==> src/rtl/ft232_uart_rx.sv <==
// FTDI serial receive front end: pin synchronizer, 8N1 deserializer, 4-entry byte FIFO
// and sticky framing/overflow flags.
module ft232_uart_rx #(
    parameter int unsigned clk_per_bit = 100
) (
    input  logic       clk_lb,
    input  logic       rst_l,
    input  logic       ftdi_wi,
    input  logic       rx_pop,
    input  logic       err_clr,
    output logic [7:0] rx_d,
    output logic       rx_rdy,
    output logic       rx_busy,
    output logic       err_frame,
    output logic       err_ovf
);
    localparam logic [15:0] FullCnt = 16'(clk_per_bit - 1);
    localparam logic [15:0] HalfCnt = 16'(clk_per_bit / 2 - 1);

    typedef enum logic [2:0] {StIdle, StStart, StData, StStop, StBreak} state_e;

    state_e      state_q;
    logic [1:0]  sync_q;
    logic [15:0] bcnt_q;
    logic [2:0]  nbit_q;
    logic [7:0]  shift_q;
    logic        push_q;
    logic        err_frame_q;
    logic        rxs;
    logic        tick;

    assign rxs  = sync_q[1];
    assign tick = (bcnt_q == 16'd0);

    always_ff @(posedge clk_lb) begin
        if (!rst_l) begin
            state_q     <= StIdle;
            sync_q      <= 2'b11;
            bcnt_q      <= 16'd0;
            nbit_q      <= 3'd0;
            shift_q     <= 8'd0;
            push_q      <= 1'b0;
            err_frame_q <= 1'b0;
        end else begin
            sync_q <= {sync_q[0], ftdi_wi};
            push_q <= 1'b0;
            if (err_clr) begin
                err_frame_q <= 1'b0;
            end
            if (state_q != StIdle && !tick) begin
                bcnt_q <= bcnt_q - 16'd1;
            end
            // Error set below overrides a coincident clear.
            case (state_q)
                StIdle: begin
                    if (!rxs) begin
                        bcnt_q  <= HalfCnt;
                        state_q <= StStart;
                    end
                end
                StStart: begin
                    if (tick) begin
                        if (rxs) begin
                            state_q <= StIdle;
                        end else begin
                            bcnt_q  <= FullCnt;
                            nbit_q  <= 3'd0;
                            state_q <= StData;
                        end
                    end
                end
                StData: begin
                    if (tick) begin
                        shift_q[nbit_q] <= rxs;
                        bcnt_q          <= FullCnt;
                        nbit_q          <= nbit_q + 3'd1;
                        if (nbit_q == 3'd7) begin
                            state_q <= StStop;
                        end
                    end
                end
                StStop: begin
                    if (tick) begin
                        if (rxs) begin
                            push_q  <= 1'b1;
                            state_q <= StIdle;
                        end else begin
                            err_frame_q <= 1'b1;
                            state_q     <= StBreak;
                        end
                    end
                end
                StBreak: begin
                    if (rxs) begin
                        state_q <= StIdle;
                    end
                end
                default: state_q <= StIdle;
            endcase
        end
    end

    logic [7:0] mem_q [4];
    logic [1:0] wptr_q, rptr_q, rptr_d;
    logic [2:0] cnt_q, cnt_d;
    logic       full, do_pop, do_push;
    logic [7:0] head_d;
    logic [7:0] rx_d_q;
    logic       rx_rdy_q;
    logic       err_ovf_q;

    always_comb begin
        full    = (cnt_q == 3'd4);
        do_pop  = rx_pop && (cnt_q != 3'd0);
        do_push = push_q && (!full || do_pop);
        rptr_d  = do_pop ? rptr_q + 2'd1 : rptr_q;
        cnt_d   = cnt_q;
        if (do_push && !do_pop) begin
            cnt_d = cnt_q + 3'd1;
        end else if (!do_push && do_pop) begin
            cnt_d = cnt_q - 3'd1;
        end
        // A byte written into the slot that becomes the head bypasses the array.
        head_d = (do_push && (wptr_q == rptr_d)) ? shift_q : mem_q[rptr_d];
    end

    always_ff @(posedge clk_lb) begin
        if (!rst_l) begin
            for (int i = 0; i < 4; i++) begin
                mem_q[i] <= 8'd0;
            end
            wptr_q    <= 2'd0;
            rptr_q    <= 2'd0;
            cnt_q     <= 3'd0;
            rx_d_q    <= 8'd0;
            rx_rdy_q  <= 1'b0;
            err_ovf_q <= 1'b0;
        end else begin
            if (do_push) begin
                mem_q[wptr_q] <= shift_q;
                wptr_q        <= wptr_q + 2'd1;
            end
            rptr_q   <= rptr_d;
            cnt_q    <= cnt_d;
            rx_d_q   <= head_d;
            rx_rdy_q <= (cnt_d != 3'd0);
            if (err_clr) begin
                err_ovf_q <= 1'b0;
            end
            if (push_q && full && !do_pop) begin
                err_ovf_q <= 1'b1;
            end
        end
    end

    assign rx_d      = rx_d_q;
    assign rx_rdy    = rx_rdy_q;
    assign rx_busy   = (state_q != StIdle);
    assign err_frame = err_frame_q;
    assign err_ovf   = err_ovf_q;
endmodule

==> config.mk <==
export PLATFORM = sky130hd
export DESIGN_NAME = ft232_uart_rx
export DESIGN_NICKNAME = d
export VERILOG_FILES = /design/src/rtl/ft232_uart_rx.sv
export SDC_FILE = /design/constraint.sdc
export NUM_CORES = 1
export LEC_CHECK = 0
export ABC_AREA = 0
export CAP_MARGIN = 20
export CORE_MARGIN = 2
export CORE_UTILIZATION = 37
export CTS_CLUSTER_SIZE = 24
export DETAILED_ROUTE_END_ITERATION = 10
export HOLD_SLACK_MARGIN = 0.03
export MAX_ROUTING_LAYER = met4
export SYNTH_ARGS = -nofsm -noshare
export SYNTH_HDL_FRONTEND = slang
export SYNTH_SLANG_ARGS = --single-unit
==> constraint.sdc <==
create_clock -name clk_lb -period 2.45 [get_ports clk_lb]
set_input_delay 0.6125 -clock clk_lb [delete_from_list [all_inputs] [get_ports clk_lb]]
set_output_delay 0.6125 -clock clk_lb [all_outputs]
set_load 0.02 [all_outputs]
# Word-level counts from Yosys, hierarchy flattened
# Memories as Yosys holds them, arrays and structs flattened. A register that Yosys moved wholly into a read port is not among the register bits.
# Index checks and enable logic that the tools add are counted.
word_totals:
  reg_bits: 43
  latch_bits: 0
  ram_bits: 32
  rom_bits: 0
  in_bits: 5
  output_inout_bits: 12
  mem_count: 1
op_classes:
  add_sub_neg: 6
  multipliers: 0
  div_mod_pow: 0
  n_lt_le_gt_ge: 2
  eq_ne: 13
  shift: 0
  muxes: 39
  n_bitwise: 0
  reduce_logical: 26
mem_list:
  columns: ["memory", "words", "word_bits", "rd", "rd_clocked_by_memory_dff", "write_ports", "line", "rtl"]
  rows:
  - ["mem_q", 4, 8, 1, 1, 4, "103", "logic [7:0] mem_q [4];"]
ops:
  columns: ["cell", "n"]
  rows:
  - ["$mux 16", 5]
  - ["$pmux 16 s3", 1]
  - ["$mux 3", 12]
  - ["$logic_not 16->1", 1]
  - ["$sub 16x1->16 const B", 1]
  - ["$pmux 3 s5", 1]
  - ["$ne 2x2->1 const B", 7]
  - ["$mux 1", 13]
  - ["$eq 3x3->1 const B", 3]
  - ["$reduce_bool 3->1", 3]
  - ["$bwmux 8", 1]
  - ["$logic_and 1x1->1", 8]
  - ["$mux 8", 1]
  - ["$reduce_or 8->1", 1]
  - ["$add 3x1->3 const B", 2]
  - ["$eq 3x2->1 const B", 2]
  - ["$mux 2", 3]
  - ["$pmux 3 s2", 1]
  - ["$reduce_and 6->1", 1]
  - ["$logic_not 1->1", 5]
  - ["$add 2x1->2 const B", 2]
  - ["$lt 3x4->1 const B", 1]
  - ["$reduce_and 4->1", 1]
  - ["$reduce_bool 2->1", 2]
  - ["other kinds (8)", 8]

# Longest topological paths before layout
# Gate-level depths: netlist (run 1).
depth:
  word_depth: 9
  depth_mapped: 8
  ltp_nobuf: 7

# Worst setup path before layout (run 1)
# No wires, ideal clock.
synth_timing:
  path_kind: "reg2reg"
  startpoint: "register cnt_q[0]"
  endpoint: "register rx_d_q[0], in the netlist rx_d[0], read port of mem_q"
  t_arrival_ns: 2.442
  path_slack_ns: -0.112
  stages_incl_launch_ff: 8
  n_path_buf: 0
  synth_period_minus_slack_ns: 2.562
  cell_sequence: "dfxtp_1 inv_1 ha_1 and3b_1 o21ai_0 a211oi_1 a211oi_4 mux2_2"
synth_via:
  elab_chain_len: 3
synth_rtl:
  columns: ["element", "line", "rtl"]
  rows:
  - ["from (decl)", "105", "logic [2:0] cnt_q, cnt_d;"]
  - ["from (signal assigned)", "144", "cnt_q <= cnt_d;"]
  - ["$reduce_bool 3->1", "114", "do_pop = rx_pop && (cnt_q != 3'd0);"]
  - ["$logic_and 1x1->1", "114", null]
  - ["$mux 2", "116", "rptr_d = do_pop ? rptr_q + 2'd1 : rptr_q;"]
  - ["to (decl)", "108", "logic [7:0] rx_d_q;"]
# Every way passes these cells.
# A chain may end at the register's enable or synchronous reset.

# Worst setup path in the final report (run 1)
layout_timing:
  startpoint: "input port rx_pop"
  endpoint: "register rx_d_q[1], in the netlist rx_d[1], read port of mem_q"
layout_via:
  elab_chain_len: 2
layout_rtl:
  columns: ["element", "line", "rtl"]
  rows:
  - ["from (decl)", "9", "input logic rx_pop,"]
  - ["$logic_and 1x1->1", "114", null]
  - ["$mux 2", "116", null]
# Every way passes these cells.

==> flow_summary.ini, run 1 <==
[critical_path]
crit_slowest_cell = clkdlybuf4s50_1
cpPeakStageDelay_ns = 0.47
r2r_slack_ns = 0.18
worstPathCellList = clkdlybuf4s50_1 > buf_4 > inv_1 > or3_1 > nor2b_1 > a211oi_4 > buf_12 > mux2_2
crit_path_start_kind = input port
cp_max_fo = 8
critPathCaptureType = flip-flop
path_buf_inv = 4
cp_top_family = buffers and inverters
worstSetupPathType = input port to flip-flop
cp.arrival_ns = 2.58
critPathRequiredTime_ns = 2.68

[timing]
worst_pin_slew_ns = 0.630
fin_worst_skew_ns = 0.00791
fin_crit_ns = 2.36
rsz0062_at_grt = no
finalHoldViolations = 0
hold_ws_ns = 0.404
drv_slew = 0
slew_headroom_pct = 57.6
fin_crit_sh_pct = 96.3
setup_viol_count_final = 0
max_freq_mhz = 424

[detailed_routing]
drc = 0
totalWireLength_um = 8480
first_iter_violations = 169
drtAntennaViolNets = 0
vias_per_cell = 5.15
post_drt_wl_per_cell_um = 14.0
drt_first_pass_iters = 4
vias = 3118

[clock_tree]
cts_root_buf = clkbuf_16
numCtsBuffers = 9
clk_pin_slew_worst_paths_ns = 0.06
cts.sinks = 83
cts_max_path_buffers = 2
cts_tree = yes
clkLatencyLatePin_ns = 0.34
h-tree-depth = 3

[job]
drv_cap = 0

[yosys]
synth_edf_count = 32
ys.warnings.count = 0
yosysTopAreaCellShare_pct = 23.6
yosysSeqAreaShare_pct = 45.9
synth_nets = 436
syn-cell-area_um2 = 4320
postSynthAreaPerCell_um2 = 10.2
syn_inst = 424
synth-seq-cells = 83
synth-main-ff-cell = dfxtp_1
synth_commonest_cells = dfxtp_1, nor2_1, edfxtp_1
synth.area.top_cells = dfxtp_1, edfxtp_1, mux2i_1
synth_most_common_cell = dfxtp_1
synth.distinct_cells = 58
async_reset_ff_share_pct = 0
yosys.area.top_type = dfxtp_1

[floorplanning]
ios = 17
core.rowCount = 39
die-area_um2 = 12600
die_h_um = 112
initial_core_util_pct = 37.8
fp.coreArea_um2 = 11400
dieWidth_um = 112

[status]
status = completed

[global_routing]
grt_max_degree = 33
antenna_found_initial = 0
grt_pass1_wl_um = 14900
grt_pass1_vias = 3174
grtUsageTotal_pct = 15.1
globalRouteOverflowTotal = 0

[placed_design]
gp_congestion = 0.787
dpl-instance-area_um2 = 4850
portBuffers = 16
dp_hpwl_um = 6110

[power_and_ir_drop]
power_density_nw_per_um2 = 886
ir_drop_uv = 529
p_leak_uw = 0.00198

[cells_and_area]
drive_gt1_share_pct = 17.7
nets = 470
design_area_um2 = 5160
final_util_pct = 45.2
antenna_cells = 0
area_growth_pct = 19.5

[min_path]
holdCritPathClass = flip-flop to flip-flop
[what timing repair did]
item | in CTS | in global routing
gates resized for setup | 1 | 1
hold buffers | 0 | 0
buffers inserted | 0 | 0
endpoints found under the setup margin | 4 | 9
hold endpoints to repair | 0 | 0
pin swaps | 0 | 2
[sequential cells by signal (all words and copies together) (netlist names)]
name,cells
bcnt_q,16
cnt_q,3
err_frame,1
err_ovf,1
mem_q,32
nbit_q,3
push_q,1
rptr_q,2
rx_d,8
rx_rdy,1
shift_q,8
state_q,3
sync_q,2
wptr_q,2
[layout by cell type (no fill, tap or decap), types with 9 or more instances in the layout]
master	count
dfxtp_1	51
nor2_1	46
buf_4	33
edfxtp_1	32
nand2_1	28
nor2b_1	20
and2_1	19
mux2i_1	19
and3_1	17
clkdlybuf4s50_1	16
a21oi_1	13
a211oi_1	12
inv_1	11
clkbuf_16	11
nand2b_1	10
mux2_2	9
[area by class of cell]
| cell class | instances | area (um2) |
|---|---|---|
| Timing Repair Buffer | 52 | 468 |
| Sequential cell | 83 | 1980 |
| Clock inverter | 2 | 16.3 |
| Tap cell | 143 | 179 |
| Multi-Input combinational cell | 301 | 2190 |
| Fill cell | 1039 | 6260 |
| Clock buffer | 14 | 287 |
| Inverter | 11 | 41.3 |
[stage by stage]
| step | power (uW) | TNS [ns] | std cells | setup WS (ns) |
|---|---|---|---|---|
| final | 4570 | 0 | 606 | 0.0912 |
| after global routing | 4830 | 0 | 606 | 0.000271 |
| after CTS | 4620 | 0 | 606 | 0.0401 |
| after detailed placement | 3250 | -5.19 | 590 | -0.354 |
| after global placement | 3220 | -4.36 | 590 | -0.312 |
| after floorplan | 2700 | 0 | 424 | 0.0854 |
[kinds of logic (layout without fill, tap and decap cells)]
group / Yosys count / in the layout / share of synthesized area, %
adders and majority gates: 7 / 7 / 2.03
DFF: 83 / 83 / 45.9
AOI/OAI and AO/OA: 61 / 61 / 10.8
and+or+nand+nor: 186 / 186 / 24.4
buffers and inverters: 40 / 79 / 3.68
xor gates and xnor gates: 11 / 11 / 2.23
muxes: 36 / 36 / 10.9
[worst paths after layout]
path / start / endpoint / cells past startpoint
worst max-delay path: rx_pop / rx_d[1] / 8
worst max register to register: cnt_q[1] / rx_d[1] / 8
worst min-delay path: sync_q[0] / sync_q[1] / 1
worst min register to register: sync_q[0] / sync_q[1] / 1
[per-layer routing]
layer / track usage (%) / routed length, um
met3: 3.62 / 220
met1: 18.2 / 4080
met4: 5.37 / 121
met5: - / 0
met2: 24.9 / 4060
[power by group]
group / switching [uW] / leakage (uW) / internal (uW) / total [uW]
Combinational: 784 / 0.00109 / 799 / 1580
Sequential: 76.6 / 0.000745 / 1570 / 1640
Clock: 530 / 0.000144 / 815 / 1350
Total: 1390 / 0.00198 / 3180 / 4570
Note: power is estimated with default switching activity, not from simulation.
==> run 2: changes to the inputs <==
CAP_MARGIN = not set   (was 20)
==> results of run 2 <==
Same layout as run 1: the final DEF is identical, and so are final timing and power.
==> run 3: changes to the inputs <==
clock period = 2.6 ns   (was 2.45 ns; I/O delays follow)
==> flow_summary.ini, run 3 (synthesis results as in run 1) <==
[timing]
slew_headroom_pct = 56.0
drv_slew = 0
fin_worst_skew_ns = 0.00976
finalHoldViolations = 0
fin_crit_ns = 2.50
worst_pin_slew_ns = 0.643
fin_crit_sh_pct = 96.3
setup_viol_count_final = 0
max_freq_mhz = 399
rsz0062_at_grt = no

[power_and_ir_drop]
ir_drop_uv = 478
p_leak_uw = 0.00195
power_density_nw_per_um2 = 822

[detailed_routing]
first_iter_violations = 174
vias_per_cell = 5.27
drc = 0
drt_first_pass_iters = 4
drtAntennaViolNets = 0
vias = 3168
totalWireLength_um = 9040
post_drt_wl_per_cell_um = 15.0

[cells_and_area]
top_regs = mem_q x32, bcnt_q x16
drive_gt1_share_pct = 15.9
final_common_cell = dfxtp_1
seqCellArea_um2 = 1980
layout_common_cells = dfxtp_1, nor2_1, edfxtp_1, nand2_1, buf_4
multiInputGateArea_um2 = 2180
regMostFlops = mem_q
largest_reg_flops = 32
antenna_cells = 0
final_cells = 601
nets = 465
fill_cells = 1088
area_growth_pct = 18.0
final_util_pct = 44.7

[placed_design]
dp.cells = 585
portBuffers = 16
dp_hpwl_um = 6550
gp_congestion = 0.777

[clock_tree]
post_cts_buffers = 0
cts_root_buf = clkbuf_16
clkLatencyLatePin_ns = 0.34
numCtsBuffers = 9
clk_pin_slew_worst_paths_ns = 0.06
h-tree-depth = 3
cts_resized = 0
cts.sinks = 83
holdBufCountCts = 0
cts_tree = yes
cts_max_path_buffers = 2

[floorplanning]
die-area_um2 = 12600
core.rowCount = 39
initial_core_util_pct = 37.8
die_h_um = 112
ios = 17
dieWidth_um = 112
fp.coreArea_um2 = 11400

[global_routing]
antenna_found_initial = 0
grt_pass1_wl_um = 15300
grt_pass1_vias = 3199
globalRouteOverflowTotal = 0
grtUsageTotal_pct = 15.5
grt_max_degree = 33

[job]
drv_cap = 0

[critical_path]
critPathRequiredTime_ns = 2.82
crit_path_start_kind = input port
worstSetupPathType = input port to flip-flop
cp_max_fo = 8
critPathCaptureType = flip-flop
cp.arrival_ns = 2.73

[min_path]
holdCritPathClass = flip-flop to flip-flop

[status]
status = completed
run 3: changes by cell type in the layout (fill, tap and decap cells not counted), sizes merged:
cell | before | now
buf | 36 | 31
clkinv | 0 | 2
bufinv | 0 | 1
clkbuf | 14 | 13
clkinvlp | 1 | 0
inv | 12 | 11
run 3: final timing paths:
check,from,end,slack (ns),depth (start not counted)
max,rx_pop,rx_d[7],0.1,8
min,sync_q[0],sync_q[1],0.41,1
max reg2reg,cnt_q[0],rx_d[7],0.15,9
min reg2reg,sync_q[0],sync_q[1],0.41,1
run 3: metrics by stage:
step	total power (uW)	instance area, um2	hold WS (ns)	setup slack [ns]	setup TNS, ns
final	4190	5100	0.407	0.0952	0
after global routing	4430	5100	0.426	0.0456	0
after CTS	4240	5100	0.410	0.0880	0
after detailed placement	2990	4810	0.397	-0.276	-3.16
after global placement	2950	4810	0.392	-0.218	-2.37
after floorplan	2540	4320	0.386	0.0369	0
run 3: power by group:
| part | switching, uW | internal, uW | total, uW |
|---|---|---|---|
| Clock | 472 | 764 | 1240 |
| Combinational | 723 | 679 | 1400 |
| Sequential | 78.2 | 1480 | 1550 |
run 3: cell type report:
cell class | instances | area share [%]
Sequential cell | 83 | 38.9
Timing Repair Buffer | 47 | 8.44
Inverter | 11 | 0.810
Tap cell | 143 | 3.51
Multi-Input combinational cell | 301 | 42.7
Clock buffer | 13 | 4.91
Clock inverter | 3 | 0.736
run 3: critical path, cell delays in order:
cell             delay [ns]
clkdlybuf4s50_1        0.48
and3b_1                0.20
nor4b_1                0.31
buf_4                  0.17
o211ai_1               0.13
a211oi_4               0.30
buf_12                 0.16
mux2_2                 0.32
run 3: routing by layer:
metal	wire length, um	global-route usage [%]	vias up
li1	-	-	1586
met1	4210	18.2	1528
met2	4460	26.4	38
met3	198	2.81	16
met4	172	6.42	0
met5	0	-	-
